==> src/rtl/yarp_data_mem_if.sv <==
// Load/store unit: one req/gnt/rvalid bus transaction at a time, with pipeline stall and load formatting.
// Optional bus timeout abort is built when YARP_DMEM_TIMEOUT_EN is defined.
module yarp_data_mem_if #(
  parameter int TIMEOUT = 16
) (
  input  logic        clk,
  input  logic        reset,
  input  logic        data_req_i,
  input  logic [31:0] data_addr_i,
  input  logic [1:0]  data_byte_i,
  input  logic        data_wr_i,
  input  logic [31:0] data_wr_data_i,
  input  logic        zero_extnd_i,
  output logic        stall_o,
  output logic        mem_rd_valid_o,
  output logic [31:0] mem_rd_data_o,
  output logic        misalign_o,
  output logic        bus_err_o,
  output logic        bus_req_o,
  output logic [31:0] bus_addr_o,
  output logic        bus_we_o,
  output logic [3:0]  bus_be_o,
  output logic [31:0] bus_wdata_o,
  input  logic        bus_gnt_i,
  input  logic        bus_rvalid_i,
  input  logic [31:0] bus_rdata_i
);

  typedef enum logic [1:0] {IDLE, REQ, RESP} state_t;

  state_t      state_q, state_d;
  logic        aligned, accept, timeout, abort;
  logic [31:0] addr_p0, wdata_p0;
  logic [1:0]  size_p0;
  logic        we_p0, zext_p0;
  logic        vld_p1, misalign_p1;
  logic [31:0] rd_data_p1;

  // Size encoding 2'b10 falls into the word branch everywhere below.
  function automatic logic is_aligned(input logic [1:0] sz, input logic [1:0] a);
    case (sz)
      2'b00:   is_aligned = 1'b1;
      2'b01:   is_aligned = ~a[0];
      default: is_aligned = (a == 2'b00);
    endcase
  endfunction

  function automatic logic [3:0] byte_en(input logic [1:0] sz, input logic [1:0] a);
    case (sz)
      2'b00:   byte_en = 4'b0001 << a;
      2'b01:   byte_en = 4'b0011 << {a[1], 1'b0};
      default: byte_en = 4'b1111;
    endcase
  endfunction

  function automatic logic [31:0] wr_lanes(input logic [1:0] sz, input logic [31:0] wd);
    case (sz)
      2'b00:   wr_lanes = {4{wd[7:0]}};
      2'b01:   wr_lanes = {2{wd[15:0]}};
      default: wr_lanes = wd;
    endcase
  endfunction

  function automatic logic [31:0] fmt_load(input logic [1:0] sz, input logic [1:0] a,
                                           input logic zx, input logic [31:0] rd);
    logic        [31:0] lane;
    logic signed [7:0]  b;
    logic signed [15:0] h;
    lane = rd >> {a, 3'b000};
    b    = lane[7:0];
    h    = lane[15:0];
    case (sz)
      2'b00:   fmt_load = zx ? {24'd0, b} : {{24{b[7]}}, b};
      2'b01:   fmt_load = zx ? {16'd0, h} : {{16{h[15]}}, h};
      default: fmt_load = rd;
    endcase
  endfunction

  assign aligned = is_aligned(data_byte_i, data_addr_i[1:0]);
  assign accept  = (state_q == IDLE) && data_req_i && aligned;
  assign stall_o = (state_q != IDLE) || accept;

  always_comb begin
    state_d = state_q;
    abort   = 1'b0;
    case (state_q)
      IDLE: if (accept) state_d = REQ;
      REQ: begin
        if (bus_gnt_i) state_d = RESP;
        else if (timeout) begin
          state_d = IDLE;
          abort   = 1'b1;
        end
      end
      RESP: begin
        if (bus_rvalid_i) state_d = IDLE;
        else if (timeout) begin
          state_d = IDLE;
          abort   = 1'b1;
        end
      end
      default: state_d = IDLE;
    endcase
  end

  always_ff @(posedge clk) begin
    if (reset) begin
      state_q     <= IDLE;
      vld_p1      <= 1'b0;
      misalign_p1 <= 1'b0;
    end else begin
      state_q     <= state_d;
      vld_p1      <= (state_q == RESP) && bus_rvalid_i && !we_p0;
      misalign_p1 <= (state_q == IDLE) && data_req_i && !aligned;
    end
  end

  // p0: request captured at accept, held through REQ/RESP
  always_ff @(posedge clk) begin
    if (accept) begin
      addr_p0  <= data_addr_i;
      size_p0  <= data_byte_i;
      we_p0    <= data_wr_i;
      wdata_p0 <= wr_lanes(data_byte_i, data_wr_data_i);
      zext_p0  <= zero_extnd_i;
    end
  end

  // p1: formatted load data, registered on rvalid
  always_ff @(posedge clk) begin
    if ((state_q == RESP) && bus_rvalid_i)
      rd_data_p1 <= fmt_load(size_p0, addr_p0[1:0], zext_p0, bus_rdata_i);
  end

  assign bus_req_o      = (state_q == REQ);
  assign bus_addr_o     = bus_req_o ? {addr_p0[31:2], 2'b00} : 32'd0;
  assign bus_we_o       = bus_req_o && we_p0;
  assign bus_be_o       = bus_req_o ? byte_en(size_p0, addr_p0[1:0]) : 4'd0;
  assign bus_wdata_o    = bus_req_o ? wdata_p0 : 32'd0;
  assign mem_rd_valid_o = vld_p1;
  assign mem_rd_data_o  = vld_p1 ? rd_data_p1 : 32'd0;
  assign misalign_o     = misalign_p1;

`ifdef YARP_DMEM_TIMEOUT_EN
  localparam int CW = $clog2(TIMEOUT) + 1;
  logic [CW-1:0] cnt_q;
  logic          err_p1;

  assign timeout = (cnt_q == CW'(TIMEOUT - 1));

  // Counter restarts on every state change, so REQ and RESP each get a full budget.
  always_ff @(posedge clk) begin
    if (reset) begin
      cnt_q  <= '0;
      err_p1 <= 1'b0;
    end else begin
      err_p1 <= abort;
      if (state_d != state_q) cnt_q <= '0;
      else if (state_q != IDLE) cnt_q <= cnt_q + 1'b1;
    end
  end

  assign bus_err_o = err_p1;
`else
  logic unused_timeout;
  assign timeout        = 1'b0;
  assign bus_err_o      = 1'b0;
  assign unused_timeout = ^{TIMEOUT, abort};
`endif

endmodule

==> config.mk <==
export PLATFORM = sky130hd
export DESIGN_NAME = yarp_data_mem_if
export DESIGN_NICKNAME = d
export VERILOG_FILES = /design/src/rtl/yarp_data_mem_if.sv
export SDC_FILE = /design/constraint.sdc
export NUM_CORES = 1
export LEC_CHECK = 0
export ABC_AREA = 1
export CELL_PAD_IN_SITES_DETAIL_PLACEMENT = 1
export CELL_PAD_IN_SITES_GLOBAL_PLACEMENT = 2
export CORE_AREA = 2 2 186 134
export DETAILED_ROUTE_END_ITERATION = 16
export DIE_AREA = 0 0 188 136
export PLACE_DENSITY = 0.8
export SYNTH_ARGS = -nofsm -noshare
export SYNTH_HDL_FRONTEND = slang
export SYNTH_SLANG_ARGS = --single-unit
==> constraint.sdc <==
create_clock -name clk -period 4.39 [get_ports clk]
set_clock_uncertainty 0.1 [all_clocks]
set_input_delay 0.439 -clock clk [delete_from_list [all_inputs] [get_ports clk]]
set_output_delay 0.439 -clock clk [all_outputs]
set_load 0.01 [all_outputs]
==> flow_summary.json <==
{
  "status": "completed",
  "drtIter0Drc": 159,
  "ys_types": 26,
  "crit_end": "bus_wdata_o[10]",
  "synth_seq_cells": 104,
  "drt-total-wl_um": 17100,
  "clk_latency_ns": 0.35,
  "synth_area_per_cell_um2": 8.70,
  "num_vias": 4444,
  "critPathKind": "reg -> out",
  "hold_viol": 0,
  "ys.flop_type": "edfxtp_1",
  "areaGrowthSynthToFinish_pct": 53.0,
  "ys_async_sr_fraction_pct": 0,
  "ant_nets": 0,
  "htree_levels": 3,
  "grt_max_degree": 66,
  "rsz0062_at_grt": "no",
  "vdd_drop_max_v": 0.000164,
  "synth_top_area_share_pct": 58.3,
  "grt_pass1_wl_um": 26500,
  "port_buffers": 207,
  "initial_core_util_pct": 21.5,
  "cp.arrival_ns": 2.44,
  "end_kind": "output port",
  "gp_congestion": 0.777,
  "instances_no_fill": 1124,
  "die_y_um": 136,
  "timing.rr.start": "size_p0[1]",
  "antenna_found_initial": 1,
  "cts_buffers": 9,
  "critPathLaunch": "state_q[0]",
  "slew_headroom_pct": 28.1,
  "max_freq_mhz": 336,
  "hpwl_um": 13200,
  "clk_pin_slew_ns": 0.07,
  "synth_cells": 592,
  "yosys-top-cells-area": "edfxtp_1 58%, nand2_1 15%, inv_1 7.9%",
  "max_cap_viol_count": 0,
  "track_usage_pct": 13.6,
  "yosys_warnings": 0,
  "ff2ff_setup_slack_ns": 2.22,
  "setup_viol": 0,
  "cts_resized": 0,
  "io_pins": 211,
  "synth_area_leader_cell": "edfxtp_1",
  "fin_crit_sh_pct": 67.7,
  "grt_pass1_vias": 4668,
  "min_period_ns": 2.97,
  "fin_tns_setup_ns": 0,
  "leakagePower_nw": 3.53,
  "viasPerCell": 3.95,
  "critPathRequiredTime_ns": 3.85,
  "netlist_area_mm2": 0.00515,
  "hold_buffers": 0,
  "rows": 48,
  "powerDensity_mw_per_mm2": 305,
  "clk_path_buf_depth": 2,
  "slew_violations": 0,
  "worstPathMaxFanout": 65,
  "min_path_type": "reg -> reg",
  "dr.pass1.iters": 4,
  "start_kind": "register",
  "r2r-end": "rd_data_p1[31]",
  "reg2reg_depth": 6,
  "place_inst": 1108,
  "synth.yosys.seq_area_share_pct": 59.8,
  "tightest_slew_ns": 1.08,
  "synth_edf_count": 100,
  "die_w_um": 188,
  "globalRoute.totalOverflow": 0,
  "clock-sinks": 104,
  "core-area_mm2": 0.0240,
  "root_buffer": "clkbuf_16",
  "finalPower_mw": 2.40,
  "route.detailed.drc": 0,
  "drive_above_1_share_pct": 5.63,
  "die-area_mm2": 0.0256,
  "fin_nets": 899,
  "cts_tree": "yes",
  "wl_per_cell_um": 15.2,
  "diodes": 0,
  "cts_setup_buffers": 0
}
==> Yosys cell counts (2+ instances only) <==
master    number
buf_4          6
clkbuf_1       6
nor2_2         2
buf_6          2
inv_1        108
nand3_2       11
o21ai_1        2
nor2_1        72
nand2_1      210
a21oi_1        3
inv_2          3
dfxtp_1        4
nand2_2        2
o211ai_1       2
buf_2         11
o21ai_0        3
nor2_4         2
nand3_1       36
edfxtp_1     100
==> flip-flops by register name (all words and copies together), names as in the netlist <==
register	count
addr_p0	32
rd_data_p1	32
mem_rd_valid_o	1
state_q	2
zext_p0	1
wdata_p0	32
we_p0	1
misalign_o	1
size_p0	2
==> worst max-delay path, stage by stage (launching register included) <==
cell and delay, ns:
dfxtp_1 0.33, inv_1 0.06, nor2_1 0.28, inv_2 0.47, nor2_1 0.32, clkdlybuf4s50_1 0.59
==> cells in the final DEF, fill, tap and decap left out, types with 4 or more instances in the layout <==
cell type,Yosys,final
buf_4,6,6
inv_1,108,107
clkbuf_16,0,9
clkdlybuf4s50_1,0,207
nand2_1,210,210
nor2_1,72,71
nand3_2,11,11
edfxtp_1,100,100
inv_2,3,4
dfxtp_1,4,4
nand3_1,36,36
==> stage by stage <==
step | util (%) | cell area, µm² | hold slack, ns | setup WS, ns
6_report | 32.9 | 7880 | 0.371 | 1.42
5_1_grt | 32.9 | 7880 | 0.406 | 1.18
4_1_cts | 32.9 | 7880 | 0.380 | 1.33
3_5_place_dp | 31.6 | 7560 | 0.366 | 1.53
3_3_place_gp | 31.6 | 7560 | 0.368 | 1.52
2_1_floorplan | - | 5160 | 0.317 | 1.14
==> final cells by class <==
cell class	instances	area (µm²)
tap	325	407
timing repair buffer	214	2140
multi-input combinational	353	1520
clock inverter	7	92.6
inverter	112	423
fill	2751	16100
sequential	104	3080
clock buffer	9	225
==> power by group <==
| part | total [mW] | internal [mW] | switching [mW] |
|---|---|---|---|
| logic | 0.362 | 0.177 | 0.184 |
| registers | 1.16 | 1.14 | 0.0147 |
| clock network | 0.883 | 0.501 | 0.382 |
| total | 2.40 | 1.82 | 0.582 |
==> per-layer routing <==
metal	global-route usage (%)	part of all wire, %	vias to the layer above
met5	0	0	-
met4	3.54	1.7	0
met3	4.75	6.4	20
met2	20.5	44	119
met1	18.5	48	2090
li1	-	-	2215
==> worst min path at each step <==
stage | cells past startpoint | slack [ns] | from | endpoint
floorplan | 1 | 0.32 | we_p0 | mem_rd_valid_o
global placement | 1 | 0.37 | we_p0 | mem_rd_valid_o
detailed placement | 1 | 0.37 | we_p0 | mem_rd_valid_o
CTS | 1 | 0.38 | we_p0 | mem_rd_valid_o
global route | 1 | 0.41 | we_p0 | mem_rd_valid_o
finish | 1 | 0.37 | we_p0 | mem_rd_valid_o
==> cells by family after synthesis <==
logic type | Yosys count | share of synthesized area [%]
flip-flops | 104 | 59.8
AO/OA/AOI/OAI | 11 | 1.21
AND/OR/NAND/NOR | 339 | 27.8
buffers and inverters | 137 | 11.0
other | 1 | 0.0728
Note: power is estimated with default switching activity, not from simulation.
